[src/rtl/bcd_updown_counter_n_pkg.sv]
// Shared constants and BCD helpers for the multi-digit up/down counter.
package bcd_cntr_pkg;

  localparam logic [3:0] BCD_MAX    = 4'd9;
  localparam logic [3:0] BCD_MIN    = 4'd0;
  localparam int         DIGIT_W    = 4;
  // Widest counter the all_bcd helper can inspect; DIGITS must not exceed it.
  localparam int         MAX_DIGITS = 16;

  // True when a nibble holds a legal decimal digit.
  function automatic logic is_bcd(input logic [3:0] v);
    return (v <= BCD_MAX);
  endfunction

  // True when the low n nibbles of v are all legal decimal digits.
  function automatic logic all_bcd(input logic [DIGIT_W*MAX_DIGITS-1:0] v,
                                   input int unsigned n);
    logic ok;
    ok = 1'b1;
    for (int i = 0; i < MAX_DIGITS; i++) begin
      if ((i < int'(n)) && !is_bcd(v[DIGIT_W*i +: DIGIT_W])) ok = 1'b0;
    end
    return ok;
  endfunction

endpackage

[src/rtl/bcd_updown_counter_n_if.sv]
// Control/status bundle between the counter and its user.
//
// Handshake: there is no valid/ready pair. clear, load and count_en are
// single-cycle requests sampled on every rising clk edge and always accepted
// (no back-pressure); priority is clear > load > count_en and the losers of
// a cycle are dropped. count/boundary_hit/load_err are registered, tc is
// combinational from count and count_up.
interface bcd_updown_counter_n_if #(
  parameter int DIGITS = 4
);
  logic                  clear;
  logic                  load;
  logic [4*DIGITS-1:0]   data_in;
  logic                  count_en;
  logic                  count_up;
  logic [4*DIGITS-1:0]   count;
  logic                  tc;
  logic                  boundary_hit;
  logic                  load_err;

  modport master (
    output clear, load, data_in, count_en, count_up,
    input  count, tc, boundary_hit, load_err
  );

  modport slave (
    input  clear, load, data_in, count_en, count_up,
    output count, tc, boundary_hit, load_err
  );
endinterface

[src/rtl/bcd_updown_counter_n_digit_cell.sv]
// One decade cell: holds a single BCD digit and steps it up or down when told.
module bcd_digit_cell
  import bcd_cntr_pkg::*;
(
  input  logic               clk,
  input  logic               reset,
  input  logic               clr,
  input  logic               ld,
  input  logic [DIGIT_W-1:0] d,
  input  logic               step,
  input  logic               up,
  input  logic               hold,
  output logic [DIGIT_W-1:0] q,
  output logic               at_end
);

  logic [DIGIT_W-1:0] r_q;

  // Digit register: clear, then load, then a single wrap-around step.
  always_ff @(posedge clk or posedge reset) begin
    if (reset) begin
      r_q <= BCD_MIN;
    end else if (clr) begin
      r_q <= BCD_MIN;
    end else if (ld) begin
      r_q <= d;
    end else if (step && !hold) begin
      if (up) r_q <= (r_q == BCD_MAX) ? BCD_MIN : r_q + 4'd1;
      else    r_q <= (r_q == BCD_MIN) ? BCD_MAX : r_q - 4'd1;
    end
  end

  assign q      = r_q;
  // Digit sits at the value that makes it roll over on the next step.
  assign at_end = up ? (r_q == BCD_MAX) : (r_q == BCD_MIN);

endmodule

[src/rtl/bcd_updown_counter_n.sv]
// Multi-digit BCD up/down counter with validated load, sync clear and
// wrap/saturate behaviour at the ends of the range.
module bcd_updown_counter_n
  import bcd_cntr_pkg::*;
#(
  parameter int DIGITS   = 4,
  parameter bit SATURATE = 1'b0
) (
  input  logic                    clk,
  input  logic                    reset,
  bcd_updown_counter_n_if.slave   bus
);

  logic [DIGITS-1:0]              w_at_end;
  logic [DIGITS-1:0]              w_carry;
  logic [DIGITS-1:0]              w_step;
  logic [DIGIT_W*DIGITS-1:0]      w_count;
  logic [DIGIT_W*MAX_DIGITS-1:0]  w_data_ext;
  logic                           w_tc;
  logic                           w_hold;
  logic                           w_load_ok;
  logic                           w_do_load;
  logic                           w_do_count;
  logic                           r_boundary_hit;
  logic                           r_load_err;

  // Widen the load value so the package validator can scan it.
  always_comb begin
    w_data_ext                   = '0;
    w_data_ext[4*DIGITS-1:0]     = bus.data_in;
  end

  assign w_load_ok  = all_bcd(w_data_ext, DIGITS);
  assign w_do_load  = !bus.clear && bus.load && w_load_ok;
  assign w_do_count = !bus.clear && !bus.load && bus.count_en;

  // Terminal count: every digit at its roll-over value for the current direction.
  assign w_tc   = &w_at_end;
  // In saturate mode the whole chain freezes when a step would leave the range.
  assign w_hold = SATURATE && w_tc;

  genvar gi;
  generate
    for (gi = 0; gi < DIGITS; gi++) begin : g_digit
      // Carry/borrow into digit gi: every lower digit is at its end value.
      if (gi == 0) begin : g_c0
        assign w_carry[gi] = 1'b1;
      end else begin : g_cn
        assign w_carry[gi] = w_carry[gi-1] && w_at_end[gi-1];
      end

      assign w_step[gi] = w_do_count && !w_hold && w_carry[gi];

      bcd_digit_cell u_cell (
        .clk    (clk),
        .reset  (reset),
        .clr    (bus.clear),
        .ld     (w_do_load),
        .d      (bus.data_in[DIGIT_W*gi +: DIGIT_W]),
        .step   (w_step[gi]),
        .up     (bus.count_up),
        .hold   (w_hold),
        .q      (w_count[DIGIT_W*gi +: DIGIT_W]),
        .at_end (w_at_end[gi])
      );
    end
  endgenerate

  // Single-cycle status pulses for a boundary step and a rejected load.
  always_ff @(posedge clk or posedge reset) begin
    if (reset) begin
      r_boundary_hit <= 1'b0;
      r_load_err     <= 1'b0;
    end else begin
      r_boundary_hit <= w_do_count && w_tc;
      r_load_err     <= !bus.clear && bus.load && !w_load_ok;
    end
  end

  assign bus.count        = w_count;
  assign bus.tc           = w_tc;
  assign bus.boundary_hit = r_boundary_hit;
  assign bus.load_err     = r_load_err;

endmodule

[src/flat_wrapper.sv]
// flat-port wrapper written by rule: the top's interface ports become plain ports
module bcd_updown_counter_n_flat import bcd_cntr_pkg::*;
#(
  parameter int DIGITS   = 4,
  parameter bit SATURATE = 1'b0
)
  (clk, reset, bus_clear, bus_load, bus_data_in, bus_count_en, bus_count_up, bus_count, bus_tc, bus_boundary_hit, bus_load_err);
  bcd_updown_counter_n_if #(.DIGITS(DIGITS)) bus_i ();
  input  logic clk;
  input  logic reset;
  input wire logic [$bits(bus_i.clear)-1:0] bus_clear;
  input wire logic [$bits(bus_i.load)-1:0] bus_load;
  input wire logic [$bits(bus_i.data_in)-1:0] bus_data_in;
  input wire logic [$bits(bus_i.count_en)-1:0] bus_count_en;
  input wire logic [$bits(bus_i.count_up)-1:0] bus_count_up;
  output wire logic [$bits(bus_i.count)-1:0] bus_count;
  output wire logic [$bits(bus_i.tc)-1:0] bus_tc;
  output wire logic [$bits(bus_i.boundary_hit)-1:0] bus_boundary_hit;
  output wire logic [$bits(bus_i.load_err)-1:0] bus_load_err;
  assign bus_i.clear = bus_clear;
  assign bus_i.load = bus_load;
  assign bus_i.data_in = bus_data_in;
  assign bus_i.count_en = bus_count_en;
  assign bus_i.count_up = bus_count_up;
  assign bus_count = bus_i.count;
  assign bus_tc = bus_i.tc;
  assign bus_boundary_hit = bus_i.boundary_hit;
  assign bus_load_err = bus_i.load_err;
  bcd_updown_counter_n #(.DIGITS(DIGITS), .SATURATE(SATURATE)) u_core (.clk(clk), .reset(reset), .bus(bus_i));
endmodule
[config.mk]
export PLATFORM = sky130hd
export DESIGN_NAME = bcd_updown_counter_n_flat
export DESIGN_NICKNAME = d
export VERILOG_FILES = /design/src/rtl/bcd_updown_counter_n_pkg.sv /design/src/rtl/bcd_updown_counter_n_if.sv /design/src/rtl/bcd_updown_counter_n_digit_cell.sv /design/src/rtl/bcd_updown_counter_n.sv /design/src/flat_wrapper.sv
export SDC_FILE = /design/constraint.sdc
export NUM_CORES = 1
export LEC_CHECK = 0
export CAP_MARGIN = 20
export CORE_ASPECT_RATIO = 1.5
export CORE_MARGIN = 3
export CORE_UTILIZATION = 54
export CTS_BUF_LIST = sky130_fd_sc_hd__clkbuf_16
export CTS_CLUSTER_SIZE = 20
export DETAILED_ROUTE_END_ITERATION = 7
export PLACE_DENSITY = 0.86
export SETUP_SLACK_MARGIN = 0.15
export SLEW_MARGIN = 15
export SYNTH_ARGS = -nofsm -noshare
export SYNTH_HDL_FRONTEND = slang
export SYNTH_SLANG_ARGS = --single-unit
[constraint.sdc]
create_clock -name clk -period 4 [get_ports clk]
set_input_delay 0.6 -clock clk [delete_from_list [all_inputs] [get_ports clk]]
set_output_delay 0.6 -clock clk [all_outputs]
set_load 0.01 [all_outputs]
==> impl_metrics.ini <==
[global_routing]
grt_max_degree = 19
grt_pass1_vias = 1558
track_usage = 0.246
grt_pass1_wl_um = 7270
grt-ovfl-total = 0
antenna_found_initial = 0

[drt]
vias_per_cell = 5.89
vias = 1668
dr.pass1.iters = 5
drc = 0
drtAntennaViolNets = 0
drtIter0Drc = 106
wl_per_cell_um = 15.3
wl_um = 4340

[placed_design]
dp_cells = 280
pre_cts_ws_ns = 0.676
place_congestion = 0.904
io_buffers = 40
hpwlAfterDp_um = 3240

[timing]
worst_slew_pin_slew_ns = 0.772
fin_crit_sh = 0.852
setup_viol = 0
drv_slew = 0
tns_ns = 0
max-slew-margin-rel = 0.485
hold_viol_final = 0
fin_ws_ns = 0.591
min_period_ns = 3.41
max_freq_ghz = 0.293
rsz0062_at_grt = no
final.setup_skew_ns = 0.00269

[pwr]
irDropWorstVdd_mv = 0.224
powerDensity_nw_per_um2 = 252
leakagePower_nw = 0.865

[yosys]
ys_warn_count = 0
synth_cell_types = 51
synth_seq_cells = 18
ys_seq_area_frac = 0.269
yosys.area.top_type_share = 0.269
syn_inst = 211
avgSynthCellArea_um2 = 7.93
yosys_most_used_dff = dfrtp_1
synth-edff-count = 0
async_flop_share = 1.00
ys_top_cells_by_area = dfrtp_1, ha_1, o21ai_0
yosys.area.top_type = dfrtp_1
syn_area_um2 = 1670
synth_fp_nets = 245

[finish]
multi_input_area_um2 = 1090
regArea_um2 = 450
n_antenna_cell = 0
mostFrequentLayoutCells = clkdlybuf4s50_1, nand2_1, dfrtp_1
final_cells = 283
layout_commonest_cell = clkdlybuf4s50_1
syn2layout_area_growth_pct = 28.6
drive_gt1_frac = 0.0820
num-fill-cells = 240
nNetsFinal = 280

[floorplan]
ioPinCount = 41
rows = 24
die_y_um = 74.2
dieWidth_um = 51.5
die_area_um2 = 3820
core_um2 = 2940
start_util = 0.569

[critical_path]
r2r_start = u_core.g_digit[0].u_cell.q[0]
criticalPathCategory = input pin to output port
critical_path.max_fanout = 14
ff2ff_path_depth = 7
startpoint_type = input pin
arrival_ns = 2.81
required_ns = 3.40
endpoint_kind = output port
startpoint = bus_count_up

[cts]
clkSinkCount = 18
htreeDepth = 1
cts.repair.resized = 0
clk_pin_slew_worst_paths_ns = 0.05
clkLatencyLatePin_ns = 0.25
hold_buffers = 0
cts_inserted_buffers = 3
cts_buffer_depth = 2
tritoncts = yes
postCtsSetupRepairBufs = 0
root_buffer = clkbuf_16

[worst_hold_path]
hp-start = u_core.g_digit[3].u_cell.q[1]
hold_path_depth = 2
hold_class = flip-flop to flip-flop

[outcome]
status = finished, final reports clean

[run]
cap_violations = 0
cell usage after synthesis, drive strengths merged (3+ instances only):
master  count
nor3b       4
or3b        4
a21oi      15
or2         3
nor2       12
buf         6
dfrtp      18
xnor2       3
o21ai      19
and3        3
nor3        3
and2        4
a31oi       3
o21bai      3
nand2b      6
nand3      13
clkbuf      8
nor2b       4
ha         12
o31ai       3
inv        15
nand2      21
sequential cells by signal, indices dropped and copies added, names as in the netlist:
register                 flops
u_core.bus.load_err          1
u_core.g_digit.u_cell.q     16
u_core.bus.boundary_hit      1
per-stage QoR:
stage | util | hold WS (ns) | area [µm²] | power (mW)
floorplan | - | 0.539 | 1670 | 0.285
global placement | 0.706 | 0.687 | 2080 | 0.342
detailed placement | 0.706 | 0.715 | 2080 | 0.344
CTS | 0.732 | 0.723 | 2150 | 0.547
global route | 0.732 | 0.771 | 2150 | 0.573
finish | 0.732 | 0.719 | 2150 | 0.543
worst max-delay path, cell delays in order:
cell and delay [ns]:
clkdlybuf4s50_1 0.49, buf_4 0.22, or3b_2 0.45, a21oi_1 0.25, nand2_1 0.11, nor2_1 0.13
clkdlybuf4s50_1 0.55
per-layer routing:
metal  routed length [µm]  GRT usage
met5                    0          0
met4                   63     0.0787
met3                  252     0.0361
met2                 2220      0.429
met1                 1810      0.308
power by group:
group | total, mW | switching [mW] | internal (mW)
sequential | 0.206 | 0.0165 | 0.190
combinational | 0.136 | 0.0642 | 0.0713
clock | 0.201 | 0.0698 | 0.132
logic make-up after synthesis:
kind of cell / Yosys count / share of synthesized area
and+or+nand+nor: 82 / 0.268
AOI/OAI and AO/OA: 63 / 0.256
buffers and inverters: 29 / 0.0785
DFF: 18 / 0.269
adders and majority gates: 12 / 0.0897
xor gates and xnor gates: 5 / 0.0262
muxes: 2 / 0.0120
final timing paths:
kind	to	slack [ns]
min in group asynchronous	u_core.g_digit[2].u_cell.q[0]	0.79
max in group asynchronous	u_core.g_digit[2].u_cell.q[2]	2.73
max reg2reg	u_core.g_digit[3].u_cell.q[3]	1.51
max	bus_tc	0.59
min reg2reg	u_core.g_digit[3].u_cell.q[1]	0.72
min	u_core.g_digit[3].u_cell.q[1]	0.72
cell type report:
class,count,area share
inverters,15,0.0261
repair buffers,44,0.200
well taps,39,0.0227
flip-flops and latches,18,0.209
multi-input cells,164,0.507
clock buffers,3,0.0349
Power figures use the tool's default switching activity.
